===== config.mk =====
export PLATFORM = sky130hd
export DESIGN_NAME = hdng_err_dterm
export DESIGN_NICKNAME = d
export VERILOG_FILES = /design/src/rtl/pid_pkg.sv /design/src/rtl/sat_signed.sv /design/src/rtl/hdng_err_dterm.sv
export SDC_FILE = /design/constraint.sdc
export NUM_CORES = 1
export LEC_CHECK = 0
export ABC_AREA = 1
export BUFFER_PORTS_ARGS = -buffer_cell sky130_fd_sc_hd__buf_2
export CAP_MARGIN = 10
export CORE_MARGIN = 2
export CORE_UTILIZATION = 53
export CTS_CLUSTER_DIAMETER = 80
export DETAILED_ROUTE_END_ITERATION = 16
export GPL_TIMING_DRIVEN = 1
export PLACE_DENSITY = 0.77
export SYNTH_ARGS = -nofsm -noshare
export SYNTH_HDL_FRONTEND = slang
export SYNTH_HIERARCHICAL = 1
export SYNTH_SLANG_ARGS = --single-unit

===== constraint.sdc =====
create_clock -name clk -period 4.05 [get_ports clk]
set_input_delay 0 -clock clk [delete_from_list [all_inputs] [get_ports clk]]
set_output_delay 0 -clock clk [all_outputs]
set_load 0.05 [all_outputs]

===== src/rtl/pid_pkg.sv =====
// Shared widths, types and defaults for the heading PID front stage.
package pid_pkg;

  localparam int unsigned HDNG_W  = 12;
  localparam int unsigned ERR_W   = 10;
  localparam int unsigned DIFF_W  = 11;
  localparam int unsigned DSAT_W  = 7;
  localparam int unsigned DTERM_W = 13;
  localparam int unsigned CNT_W   = 3;

  localparam logic signed [5:0] D_COEFF_DFLT = 6'sd11;

  typedef logic signed [ERR_W-1:0]   err_t;
  typedef logic signed [DTERM_W-1:0] dterm_t;

  typedef enum logic [1:0] {
    IDLE = 2'd0,
    FILL = 2'd1,
    RUN  = 2'd2
  } dterm_state_t;

endpackage


===== src/rtl/sat_signed.sv =====
// Combinational signed clamp from IN_W bits down to OUT_W bits (IN_W > OUT_W).
module sat_signed #(
  parameter int unsigned IN_W  = 13,
  parameter int unsigned OUT_W = 10
) (
  input  logic signed [IN_W-1:0]  din,
  output logic signed [OUT_W-1:0] dout
);

  localparam logic signed [IN_W-1:0] MAXV = {{(IN_W-OUT_W+1){1'b0}}, {(OUT_W-1){1'b1}}};
  localparam logic signed [IN_W-1:0] MINV = {{(IN_W-OUT_W+1){1'b1}}, {(OUT_W-1){1'b0}}};

  // Pass through when in range, otherwise pin to the nearest limit
  always_comb begin
    dout = din[OUT_W-1:0];
    if (din > MAXV) begin
      dout = MAXV[OUT_W-1:0];
    end else if (din < MINV) begin
      dout = MINV[OUT_W-1:0];
    end
  end

endmodule


===== src/rtl/hdng_err_dterm.sv =====
// Heading PID front stage: saturated heading error and derivative term.
module hdng_err_dterm
  import pid_pkg::*;
#(
  parameter int unsigned       D_DEPTH = 2,
  parameter logic signed [5:0] D_COEFF = D_COEFF_DFLT
) (
  input  logic                      clk,
  input  logic                      rst,
  input  logic                      moving,
  input  logic                      hdng_vld_in,
  input  logic signed [HDNG_W-1:0]  actl_hdng,
  input  logic signed [HDNG_W-1:0]  dsrd_hdng,
  output logic signed [ERR_W-1:0]   err_sat,
  output logic                      hdng_vld,
  output logic signed [DTERM_W-1:0] D_term,
  output logic                      d_vld
);

  dterm_state_t             state_q, state_d;
  logic [CNT_W-1:0]         cnt_q, cnt_d;
  err_t                     hist_q [D_DEPTH];
  err_t                     hist_d [D_DEPTH];
  err_t                     err_sat_q, err_sat_d;
  logic                     hdng_vld_q, hdng_vld_d;
  dterm_t                   dterm_q, dterm_d;
  logic                     d_vld_q, d_vld_d;

  logic signed [HDNG_W:0]   err_full;
  err_t                     err_clamped;
  logic signed [DIFF_W-1:0] diff;
  logic signed [DSAT_W-1:0] d_sat;
  dterm_t                   d_prod;

  assign err_full = {actl_hdng[HDNG_W-1], actl_hdng} - {dsrd_hdng[HDNG_W-1], dsrd_hdng};
  assign diff     = {err_sat_q[ERR_W-1], err_sat_q} - {hist_q[D_DEPTH-1][ERR_W-1], hist_q[D_DEPTH-1]};
  assign d_prod   = dterm_t'(d_sat) * dterm_t'(D_COEFF);

  sat_signed #(.IN_W(HDNG_W + 1), .OUT_W(ERR_W)) u_err_sat (
    .din  (err_full),
    .dout (err_clamped)
  );

  sat_signed #(.IN_W(DIFF_W), .OUT_W(DSAT_W)) u_diff_sat (
    .din  (diff),
    .dout (d_sat)
  );

  // Stage 1: capture the saturated error on every valid heading sample
  always_comb begin
    err_sat_d  = err_sat_q;
    hdng_vld_d = hdng_vld_in;
    if (hdng_vld_in) begin
      err_sat_d = err_clamped;
    end
  end

  // Stage 2 and FSM: flush on !moving takes priority over any pending sample
  always_comb begin
    state_d = state_q;
    cnt_d   = cnt_q;
    hist_d  = hist_q;
    dterm_d = dterm_q;
    d_vld_d = hdng_vld_q;
    if (!moving) begin
      state_d = IDLE;
      cnt_d   = '0;
      for (int unsigned i = 0; i < D_DEPTH; i++) hist_d[i] = '0;
      if (hdng_vld_q) dterm_d = '0;
    end else begin
      unique case (state_q)
        IDLE: begin
          state_d = FILL;
          if (hdng_vld_q) dterm_d = '0;
        end
        FILL: begin
          if (hdng_vld_q) begin
            dterm_d   = '0;
            hist_d[0] = err_sat_q;
            for (int unsigned i = 1; i < D_DEPTH; i++) hist_d[i] = hist_q[i-1];
            cnt_d = cnt_q + 1'b1;
            if (cnt_d == CNT_W'(D_DEPTH)) state_d = RUN;
          end
        end
        RUN: begin
          if (hdng_vld_q) begin
            dterm_d   = d_prod;
            hist_d[0] = err_sat_q;
            for (int unsigned i = 1; i < D_DEPTH; i++) hist_d[i] = hist_q[i-1];
          end
        end
        default: state_d = IDLE;
      endcase
    end
  end

  // State registers with synchronous active-high reset
  always_ff @(posedge clk) begin
    if (rst) begin
      state_q    <= IDLE;
      cnt_q      <= '0;
      for (int unsigned i = 0; i < D_DEPTH; i++) hist_q[i] <= '0;
      err_sat_q  <= '0;
      hdng_vld_q <= 1'b0;
      dterm_q    <= '0;
      d_vld_q    <= 1'b0;
    end else begin
      state_q    <= state_d;
      cnt_q      <= cnt_d;
      hist_q     <= hist_d;
      err_sat_q  <= err_sat_d;
      hdng_vld_q <= hdng_vld_d;
      dterm_q    <= dterm_d;
      d_vld_q    <= d_vld_d;
    end
  end

  assign err_sat  = err_sat_q;
  assign hdng_vld = hdng_vld_q;
  assign D_term   = dterm_q;
  assign d_vld    = d_vld_q;

endmodule


# Word level (Yosys, flattened, before mapping)
# Index checks and enable logic that the tools add are counted.
[op_classes]
n_addsub = 3
n_mul = 1
magnitude_cmp = 4
eq_ne = 7
muxes = 11
bitwise = 2
n_reduce_logical = 8
[op_table]
columns = ["cell", "n"]
rows = [
  ["13-bit 2-to-1 mux", 3],
  ["13-bit case mux with 2 select lines", 1],
  ["10-bit 2-to-1 mux", 2],
  ["7-bit 2-to-1 mux", 2],
  ["13-bit by 10-bit > comparator with 1-bit output (second input constant)", 1],
  ["13-bit by 10-bit less-than comparator with 1-bit output (second input constant)", 1],
  ["12-bit by 12-bit subtractor with 13-bit output", 1],
  ["7-bit by 5-bit multiplier with 12-bit output (second input constant)", 1],
  ["11-bit by 7-bit > comparator with 1-bit output (second input constant)", 1],
  ["11-bit by 7-bit less-than comparator with 1-bit output (second input constant)", 1],
  ["10-bit by 10-bit subtractor with 11-bit output", 1],
  ["2-bit case mux with 3 select lines", 1],
  ["2-bit AND reduction", 3],
  ["2-bit OR reduction", 3],
  ["2-bit 2-to-1 mux", 2],
  ["2-bit inequality test (second input constant)", 2],
  ["3-bit by 1-bit adder with 3-bit output (second input constant)", 1],
  ["3-bit by 2-bit == test with 1-bit output (second input constant)", 1],
  ["3-bit by 2-bit inequality test with 1-bit output (second input constant)", 1],
  ["3-bit inequality test (second input constant)", 1],
  ["3-bit AND reduction", 1],
  ["2-bit by 1-bit == test with 1-bit output (second input constant)", 1],
  ["2-bit == test (second input constant)", 1],
  ["2-bit zero test", 1],
  ["1-bit NOT", 2],
]
[word_totals]
regBits = 50
out_inout_bits = 25
elab_cells = 44

# Depth between registers and ports, before layout
# Gate-level depths: netlist of run 1.
[depth]
ltp_word = 8
mapped_depth = 28
ltp_nobuf = 28

# Cells and area by module
# The synthesis of run 1 kept the hierarchy.
[by_module_without_submodules]
columns = ["module", "instances", "cells_each", "area_each_um2"]
rows = [
  ["hdng_err_dterm", 1, 485, 3570.9],
  ["sat_signed (u_err_sat)", 1, 26, 118.9],
  ["sat_signed (u_diff_sat)", 1, 19, 90.1],
]

# Worst setup path before layout of run 1
# OpenSTA, ideal clock, no wires.
[synth_timing]
path_kind = "flip-flop to flip-flop"
start = "register err_sat_q[0], in the netlist err_sat[0]"
end = "register dterm_q[7], in the netlist D_term[7]"
t_arrival_ps = 4122
required_ps = 3918
path_slack_ps = -204
path_stages_with_launch = 22
n_path_buf = 0
path_cell_list = "dfxtp_1 inv_1 ha_1 fa_1 o21ai_2 a21oi_1 o21ai_1 xor2_1 nand2_1 o21ai_4 nand2_1 nand2_1 ha_1 fa_1 ha_1 a21oi_1 nand2_1 nand2_1 nand2_2 or2_0 nand3_1 a21oi_1"
[synth_between]
elab_chain_cells = 8
elab_cells_between_ends = 9
[synth_lines]
columns = ["item", "line", "source"]
rows = [
  ["from (decl)", "hdng_err_dterm.sv:24", "err_t err_sat_q, err_sat_d;"],
  ["from (signal assigned)", "hdng_err_dterm.sv:111", "err_sat_q <= err_sat_d;"],
  ["10-bit by 10-bit subtractor with 11-bit output (*)", "hdng_err_dterm.sv:36", "assign diff = {err_sat_q[ERR_W-1], err_sat_q} - {hist_q[D_DEPTH-1][ERR_W-1], hist_q[D_DEPTH-1]};"],
  ["net diff[6]", "hdng_err_dterm.sv:31", "logic signed [DIFF_W-1:0] diff;"],
  ["11-bit by 7-bit less-than comparator with 1-bit output", "sat_signed.sv:18", "end else if (din < MINV) begin"],
  ["7-bit 2-to-1 mux", "sat_signed.sv:18", ""],
  ["7-bit 2-to-1 mux (*)", "sat_signed.sv:16", "if (din > MAXV) begin"],
  ["net d_sat[1]", "hdng_err_dterm.sv:32", "logic signed [DSAT_W-1:0] d_sat;"],
  ["7-bit by 5-bit multiplier with 12-bit output (*)", "hdng_err_dterm.sv:37", "assign d_prod = dterm_t'(d_sat) * dterm_t'(D_COEFF);"],
  ["13-bit 2-to-1 mux (*)", "hdng_err_dterm.sv:86", "if (hdng_vld_q) begin"],
  ["13-bit case mux with 2 select lines (*)", "hdng_err_dterm.sv:71", "unique case (state_q)"],
  ["13-bit 2-to-1 mux (*)", "hdng_err_dterm.sv:65", "if (!moving) begin"],
  ["to (signal assigned)", "hdng_err_dterm.sv:113", "dterm_q <= dterm_d;"],
  ["to (decl)", "hdng_err_dterm.sv:26", "dterm_t dterm_q, dterm_d;"],
]
# The timed path passes the listed nets; every way through them passes the cells marked *. The select of a mux whose other input is x is not followed.
# A chain may end at the register's enable or synchronous reset.

# Final worst setup path of run 1
[layout_timing]
start = "register err_sat_q[0], in the netlist err_sat[0]"
end = "register dterm_q[12], in the netlist D_term[12]"
# Same word-level chain as after synthesis.

==> run summary, run 1 <==
The worst setup path is launched from a register. In the synthesized netlist the dominant register cell turns out to be sky130_fd_sc_hd__dfxtp_1. The total grt overflow came out at 0. For this run, asynchronously set or reset flops after synthesis account for 0%. Clock-pin slew was measured on the worst setup and hold paths at 100 ps. The count of nets left with antenna violations after detail routing is 0.

The worst-margin pin slew is 758 ps. For this run, the top clock speed supported by timing is 245 MHz. The via count normalized by instance count is 5.24. The worst slew margin relative to its limit came out at 49.3%. The final critical path time including I/O delays and setup came out at 4090 ps. The deepest clock path buffer count is 2. The critical path class is register to register. The die covers 0.00782 sq mm. In this run the power spent charging and discharging nets is 1.52 mW. The share of the yosys chip area belonging to registers came out at 26.5%. In this run the core area contains 30 standard-cell rows.

The post-route fraction of the period consumed by the critical path came out at 101%. The congestion estimate from routability-driven global placement came to 0.879. The first global-routing pass estimated 13800 um of wire. The share of power burned in combinational logic came out at 73.0%. The post-synth net total is 609. The count of unresolved DRC violations after routing is 0. In the synthesized netlist, the number of instances is 530. The length of the first detailed-routing pass in iterations is 4.

The highest net fanout along the worst path is 6. Dividing total power by cell area gives a power density of 699 mW/mm^2. The maximum number of pins on one net before global-route repair is 28. The count of pins on the block boundary came out at 53.

The final number of max-transition violations is 0. Per report_power, the sequential group accounts for 16.5% of the total. The unique cell type count in the Yosys netlist is 39. The final-report hold violation count came out at 0.

The tool flagged a number of max-cap violations equal to 0. The final reports fail on setup timing. The number of sinks driven by the clock tree is 50. The aggregate global-route resource usage is 21.9%. The total clock buffers created by CTS came out at 5. The width of the die is 88.5 um. The vertical die dimension is 88.5 um.

On the final layout, the worst hold slack is 18.5 ps. Data on the critical path arrives at its endpoint at 4330 ps. In the layout the commonest cells are 93 x sky130_fd_sc_hd__nand2_1, 76 x sky130_fd_sc_hd__inv_1, 52 x sky130_fd_sc_hd__buf_2, 46 x sky130_fd_sc_hd__nor2_1, 45 x sky130_fd_sc_hd__dfxtp_1.

The worst voltage drop across the vdd grid is 0.373 mV. The internal power of the cells is 1.72 mW. The insertion delay of the later-clocked pin in the worst-skew pair came out at 310 ps. The iteration-0 DRC count of the detailed router is 157.

The via count of the first global-routing pass is 3335. The layout cell share with drive strength beyond 1 came out at 26.7%. The cell sitting at the root of the clock tree is a sky130_fd_sc_hd__clkbuf_8. After synthesis, the mean cell area works out to 7.13 sq um.

The number of synthesized flops with an enable pin is 0. The maximum clock skew at final layout came out at 14.3 ps. Sorting the synthesized cells by area gives the leading types as sky130_fd_sc_hd__dfxtp_1 26%, sky130_fd_sc_hd__ha_1 15%, sky130_fd_sc_hd__nand2_1 11%. The worst hold path class is primary input to register. At the end of the flow, the number of nets in the layout was 674. The standby leakage power came out at 2.24 nW.

The per-cell routed wire length is 13.1 um. Overall power consumption after layout is estimated at 3.24 mW. 0 antenna diodes ended up in the layout. TritonCTS built the clock tree. Port buffering added 52 buffers.

The library cell used most frequently in the layout, excluding fill and tap cells, is sky130_fd_sc_hd__nand2_1. The area taken by flip-flops and latches is 0.00101 sq mm. The share of total power consumed by net switching is 46.9%.

The clock share of power is 10.5%. The share of the synthesized area in the top cell type is 26.5%. After filler insertion, the fill cell instance count of the layout stands at 571.

CTS built an H-tree with a depth of 2. Adding up every negative setup slack in the final design gives -54.9 ps. After detailed routing, the total wire length is 9050 um.

The Yosys step of the flow raised 6 warnings. The run finished, with violations left. The wire-length estimate of the detail-placed layout is 6370 um.

The category of the worst setup path capture point is a register. The number of buffers inserted for hold repair after clock tree synthesis is 0. Setup repair after global routing could not meet its margin everywhere. Counting flops and latches in the post-synthesis netlist gives 50. The area of the mapped netlist is 0.00378 sq mm. Setup violations remaining at the end of the flow were counted as 2. The final critical-path setup slack came out at -35.2 ps. The layout overhead on the synthesized area is 22.7%. The number of antenna violations at the first check in global routing came to 0.

The starting utilization of the core area is 55.3%. Summing all multi-input logic gate instances after layout gives 0.00268 sq mm. The core region is 0.00683 sq mm. The most area-hungry cell type in the Yosys netlist is sky130_fd_sc_hd__dfxtp_1.

Data on the critical path is required at its endpoint by 4300 ps. The total via count in the routed design is 3621.
## flip-flops by register name, summed over array words and instances, names as in the netlist
register and count:
hist_q 20, cnt_q 3, d_vld 1, D_term 13, state_q 2, hdng_vld 1, err_sat 10
## worst paths after layout
| check | from | end | slack, ps | depth (start not counted) |
|---|---|---|---|---|
| hold / removal | rst | hdng_vld$_SDFF_PP0_ | 20 | 2 |
| setup / recovery | err_sat[0]$_SDFFE_PP0P_ | D_term[12]$_SDFFE_PP0P_ | -40 | 23 |
| setup reg to reg | err_sat[0]$_SDFFE_PP0P_ | D_term[12]$_SDFFE_PP0P_ | -40 | 23 |
| hold reg to reg | D_term[0]$_SDFFE_PP0P_ | D_term[0]$_SDFFE_PP0P_ | 460 | 2 |
## metrics by stage
step / cell area [sq um] / util (%) / std cells / worst slack [ps]
after floorplan: 3790 / - / 530 / 59.9
after global placement: 4170 / 61.0 / 674 / 49.3
after detailed placement: 4170 / 61.0 / 674 / -150
after CTS: 4330 / 63.3 / 683 / 0.0702
after global routing: 4640 / 67.9 / 691 / -199
final: 4640 / 67.9 / 691 / -35.2
## area by class of cell
class,instances,share of cell area [%]
Tap cell,96,2.59
Inverter,86,7.01
Timing Repair Buffer,69,8.52
Multi-Input combinational cell,383,57.8
Sequential cell,50,21.8
Clock buffer,7,2.32
## what timing repair did
action,CTS,global route
resized for setup,4,58
pin swaps,5,30
buffers inserted,2,8
setup endpoints to repair,6,8
## Yosys cell counts, types with 3 or more instances
master / instances
sky130_fd_sc_hd__xor2_1: 17
sky130_fd_sc_hd__dfxtp_1: 50
sky130_fd_sc_hd__ha_1: 45
sky130_fd_sc_hd__a21oi_2: 4
sky130_fd_sc_hd__inv_2: 7
sky130_fd_sc_hd__xnor2_1: 9
sky130_fd_sc_hd__nand2_1: 107
sky130_fd_sc_hd__nor2_1: 46
sky130_fd_sc_hd__nand2_2: 4
sky130_fd_sc_hd__o21ai_1: 3
sky130_fd_sc_hd__inv_1: 79
sky130_fd_sc_hd__clkbuf_1: 9
sky130_fd_sc_hd__a21o_1: 4
sky130_fd_sc_hd__fa_1: 6
sky130_fd_sc_hd__nand3_1: 14
sky130_fd_sc_hd__o2111ai_1: 3
sky130_fd_sc_hd__o21ai_0: 42
sky130_fd_sc_hd__nand3_2: 5
sky130_fd_sc_hd__a21oi_1: 50
## kinds of logic (layout without fill, tap and decap cells)
kind of cell / count (synthesis) / after routing / share of synthesized area [%]
fa+ha+maj: 51 / 51 / 18.1
buf+inv: 97 / 162 / 9.86
xor+xnor: 26 / 26 / 6.02
compound gates: 119 / 119 / 18.2
simple gates: 187 / 187 / 21.4
flops: 50 / 50 / 26.5
## per-layer routing
metal  up-vias  wire [um]  global-route usage, %
met5         -          0                      0
met4         0        187                   7.30
met3        19        396                   3.64
met2       106       4670                   40.5
met1      1666       3800                   25.6
li1       1830          -                      -
## power by group through the flow
| stage | clock (mW) | combinational, mW | sequential [mW] |
|---|---|---|---|
| 2_1_floorplan | 0 | 1.27 | 0.593 |
| 3_3_place_gp | 0 | 1.62 | 0.542 |
| 3_5_place_dp | 0 | 1.66 | 0.542 |
| 4_1_cts | 0.343 | 1.73 | 0.532 |
| 5_1_grt | 0.367 | 2.57 | 0.537 |
| 6_report | 0.340 | 2.37 | 0.534 |
## worst max-delay path, stage by stage (launching register included)
cell                      delay (ps)
sky130_fd_sc_hd__dfxtp_4         360
sky130_fd_sc_hd__inv_4            40
sky130_fd_sc_hd__ha_4            150
sky130_fd_sc_hd__fa_2            390
sky130_fd_sc_hd__o21ai_4         200
sky130_fd_sc_hd__a21oi_2          80
sky130_fd_sc_hd__o21ai_1         170
sky130_fd_sc_hd__xor2_1          210
sky130_fd_sc_hd__nand2_1         120
sky130_fd_sc_hd__o21ai_4         250
sky130_fd_sc_hd__nand2_2         100
sky130_fd_sc_hd__nand2_4         100
sky130_fd_sc_hd__ha_4            200
sky130_fd_sc_hd__fa_1            560
sky130_fd_sc_hd__ha_4            240
sky130_fd_sc_hd__a21oi_2         120
sky130_fd_sc_hd__nand2_1          80
sky130_fd_sc_hd__nand2_1          90
sky130_fd_sc_hd__nand2_2          90
sky130_fd_sc_hd__nand2_2          80
sky130_fd_sc_hd__nand2_1          50
sky130_fd_sc_hd__nand2_1         100
sky130_fd_sc_hd__nand3_2          90
sky130_fd_sc_hd__a21oi_2         150
(Power assumes the default switching activity.)
==> inputs of run 2 (changes only) <==
Settings changed: CORE_UTILIZATION 53 to 40, PLACE_DENSITY 0.77 to 0.6.
==> run summary, run 2 (synthesis results as in run 1) <==
The run finished with clean final reports. The largest stage delay on the critical path came to 520 ps (-40 ps). The final number of max-transition violations was 0 (unchanged). The highest net fanout along the worst path came out at 6 (unchanged). The per-cell routed wire length came to 12.3 um (-5.8%). The proportion of power drawn by flip-flops and latches came to 15.5% (-1.0 points). The worst hold slack after final layout came to 45.6 ps (+27.1 ps). The total clock buffers created by CTS came to 5 (unchanged). In this run the worst hold path is classified as primary input to register. The number of non-filler instances in the completed layout is 716 (+3.6%). The first-pass GRT wire length came out at 14200 um (+2.9%).

STA classifies the critical path startpoint as a register. The count of pins on the block boundary came out at 53 (unchanged). The worst voltage drop across the vdd grid is 0.444 mV (+19%). The number of antenna diodes was 0 (unchanged).

The final critical path time including I/O delays and setup is 3930 ps (-159 ps). The post-layout net count is 683 (+1.3%). The data required time of the worst path was 4290 ps (about the same).

The signal on the critical path passes through inv_4 -> ha_4 -> fa_2 -> o21ai_2 -> a21oi_1 -> o21ai_1 -> xor2_1 -> nand2_1 -> o21ai_4 -> nand2_2 -> nand2_4 -> ha_4 -> fa_1 -> ha_4 -> a21oi_2 -> nand2_2 -> nand2_2 -> nand2_4 -> nand2_2 -> nand2_1 -> nand2_1 -> nand3_2 -> a21oi_2. The total grt overflow is 0 (unchanged). The clock transition at the registers of the reported paths was 90 ps (about the same). The length of the first detailed-routing pass in iterations is 4 (unchanged).

The highest clock frequency the design can meet came out at 255 MHz (+4.1%). The final-report hold violation count is 0 (unchanged). The count of filler cells inserted in the layout is 931 (+63%).

The count of unresolved DRC violations after routing came out at 0 (unchanged). Setup repair after global routing could not meet its margin everywhere. The internal power of the cells is 1.91 mW (+11%). The maximum number of pins on one net before global-route repair is 28 (unchanged). The share of total power consumed by net switching is 44.5% (-2.4 points). The final HPWL from detailed placement came out at 6650 um (+4.4%). The number of levels the H-tree was split into came out at 2 (unchanged). The library cells used most frequently in the layout, excluding fill and tap cells, are 90 x sky130_fd_sc_hd__nand2_1, 72 x sky130_fd_sc_hd__inv_1, 52 x sky130_fd_sc_hd__buf_2, 46 x sky130_fd_sc_hd__dfxtp_1, 46 x sky130_fd_sc_hd__nor2_1.

TritonCTS built the clock tree. The clock share of power is 10.2% (-0.3 points). The placeable core region came to 0.00920 sq mm (+35%).

The cell repeated most along the worst path is sky130_fd_sc_hd__nand2_2. The via count normalized by instance count came to 4.90 (-6.5%). The worst setup path is captured at a register. The count of standard-cell rows came out at 35 (+17%).

The share of power burned in combinational logic came to 74.3% (+1.3 points). The count of nets left with antenna violations after detail routing was 0 (unchanged). The layout cell share with drive strength beyond 1 came out at 29.3% (+2.5 points). The standby leakage power is 2.30 nW (+2.3%). The maximum clock skew at final layout is 9.48 ps (-4.83 ps). The post-route fraction of the period consumed by the critical path came out at 96.9% (-3.9 points). The count of endpoints failing setup in the final report came out at 0 (-2). The deepest clock path buffer count is 2 (unchanged). The vertical die dimension came out at 101 um (+14%).

The most common cell after layout, fill and taps aside is sky130_fd_sc_hd__nand2_1. The worst slew margin relative to its limit came out at 50.4% (+1.0 points). The starting utilization of the core area came out at 41.1% (-14 points). The net switching component of the power is 1.53 mW (+0.74%). The count of port buffers added during placement came out at 52 (unchanged). The cell family contributing the most delay on the critical path is adder cells. The critical path in this run is classified as register to register. The overall die area was 0.0102 sq mm (+31%). The via count of the first global-routing pass is 3233 (-3.1%). The total wire length after detailed routing came out at 8830 um (-2.4%). The width of the die was 101 um (+14%). The buffer and inverter count on the worst path came out at 1 (unchanged).

The power per unit of standard cell area was 721 mW/mm^2 (+3.2%). Ranked by flip-flop count, first place goes to hist_q. The standard cell with the maximum stage delay on the critical path is sky130_fd_sc_hd__fa_1. The number of max-cap violations is 0 (unchanged). The buffer cell driving the clock tree root is sky130_fd_sc_hd__clkbuf_8. The global placement routability congestion was 0.848 (-3.5%). The critical path arrival is 4170 ps (-160 ps). The total via count in the routed design came out at 3507 (-3.1%). The number of sinks driven by the clock tree came out at 50 (unchanged). The aggregate global-route resource usage came out at 16.9% (-5.1 points). The layout overhead on the synthesized area came out at 26.2%.

The iteration-0 DRC count of the detailed router is 113 (-28%). The worst-margin pin slew is 742 ps (-15.6 ps). The post-placement cell count is 699 (+3.7%). The number of flip-flops under the largest register name came out at 20 (unchanged).

The insertion delay of the later-clocked pin in the worst-skew pair came out at 300 ps (about the same). The number of antenna violations at the first check in global routing came out at 0 (unchanged).
run 2: changes by cell type in the layout (fill, tap and decap cells not counted), moves of 2 or more:
cell / change
sky130_fd_sc_hd__nand2_4: +2
sky130_fd_sc_hd__nand3_2: +5
sky130_fd_sc_hd__ha_4: +2
sky130_fd_sc_hd__nand3_1: -5
sky130_fd_sc_hd__inv_1: -4
sky130_fd_sc_hd__clkbuf_1: +2
sky130_fd_sc_hd__nand2_1: -3
sky130_fd_sc_hd__buf_4: +10
sky130_fd_sc_hd__ha_1: -2
sky130_fd_sc_hd__inv_2: +4
run 2: power by group through the flow:
stage          clock network [mW]  registers [mW]  logic (mW)
5_1_grt                     0.380           0.536        2.82
6_report                    0.352           0.533        2.56
3_5_place_dp                    0           0.543        1.85
3_3_place_gp                    0           0.543        1.83
2_1_floorplan                   0           0.593        1.27
4_1_cts                     0.366           0.532        1.87
run 2: worst reg2reg max path, stage by stage (launching register included):
cell,delay [ps]
sky130_fd_sc_hd__dfxtp_4,360
sky130_fd_sc_hd__inv_4,40
sky130_fd_sc_hd__ha_4,150
sky130_fd_sc_hd__fa_2,370
sky130_fd_sc_hd__o21ai_2,190
sky130_fd_sc_hd__a21oi_1,90
sky130_fd_sc_hd__o21ai_1,160
sky130_fd_sc_hd__xor2_1,200
sky130_fd_sc_hd__nand2_1,120
sky130_fd_sc_hd__o21ai_4,260
sky130_fd_sc_hd__nand2_2,110
sky130_fd_sc_hd__nand2_4,100
sky130_fd_sc_hd__ha_4,200
sky130_fd_sc_hd__fa_1,530
sky130_fd_sc_hd__ha_4,230
sky130_fd_sc_hd__a21oi_2,130
sky130_fd_sc_hd__nand2_2,70
sky130_fd_sc_hd__nand2_2,80
sky130_fd_sc_hd__nand2_4,60
sky130_fd_sc_hd__nand2_2,80
sky130_fd_sc_hd__nand2_1,50
sky130_fd_sc_hd__nand2_1,80
sky130_fd_sc_hd__nand3_2,100
sky130_fd_sc_hd__a21oi_2,140
run 2: path summary, 6_finish.rpt:
check                                              from                       to  slack [ps]  depth (start not counted)
worst max-delay path            err_sat[0]$_SDFFE_PP0P_  D_term[12]$_SDFFE_PP0P_         120                         23
worst min-delay path                        hdng_vld_in  err_sat[2]$_SDFFE_PP0P_          50                          3
worst min register to register   hist_q[7]$_SDFFE_PP0P_   hist_q[7]$_SDFFE_PP0P_         460                          2
worst max register to register  err_sat[0]$_SDFFE_PP0P_  D_term[12]$_SDFFE_PP0P_         120                         23
run 2: metal layers:
metal	track usage (%)	up-vias	part of all wire (%)
met1	21.7	1583	47
met2	29.8	61	49
met5	0	-	0
met3	2.69	11	3.3
met4	3.53	0	1.6
li1	-	1852	-
run 2: per-stage QoR:
stage	util, %	setup WS [ps]	cell area (sq um)	TNS, ps	power, mW
after floorplan	-	59.9	3790	0	1.86
after global placement	46.4	43.9	4260	0	2.38
after detailed placement	46.4	-35.9	4260	-54.5	2.39
after CTS	47.6	5.08	4370	0	2.77
after global routing	51.9	-153	4770	-571	3.73
final	51.9	124	4770	0	3.44
run 2: area by class of cell:
cell class	instances	area (sq um)	area share, %
multi-input combinational	383	2730	57.3
sequential	50	1010	21.1
timing repair buffer	78	459	9.62
inverter	86	325	6.82
tap	111	139	2.91
clock buffer	7	76.3	1.60
clock inverter	1	30.0	0.629
run 2: repair_timing:
| action | in CTS | in global routing |
|---|---|---|
| resized for setup | 2 | 69 |
| hold buffers | 0 | 0 |
| pin swaps | 2 | 43 |
| endpoints found under the setup margin | 6 | 9 |
| buffers inserted | 0 | 10 |
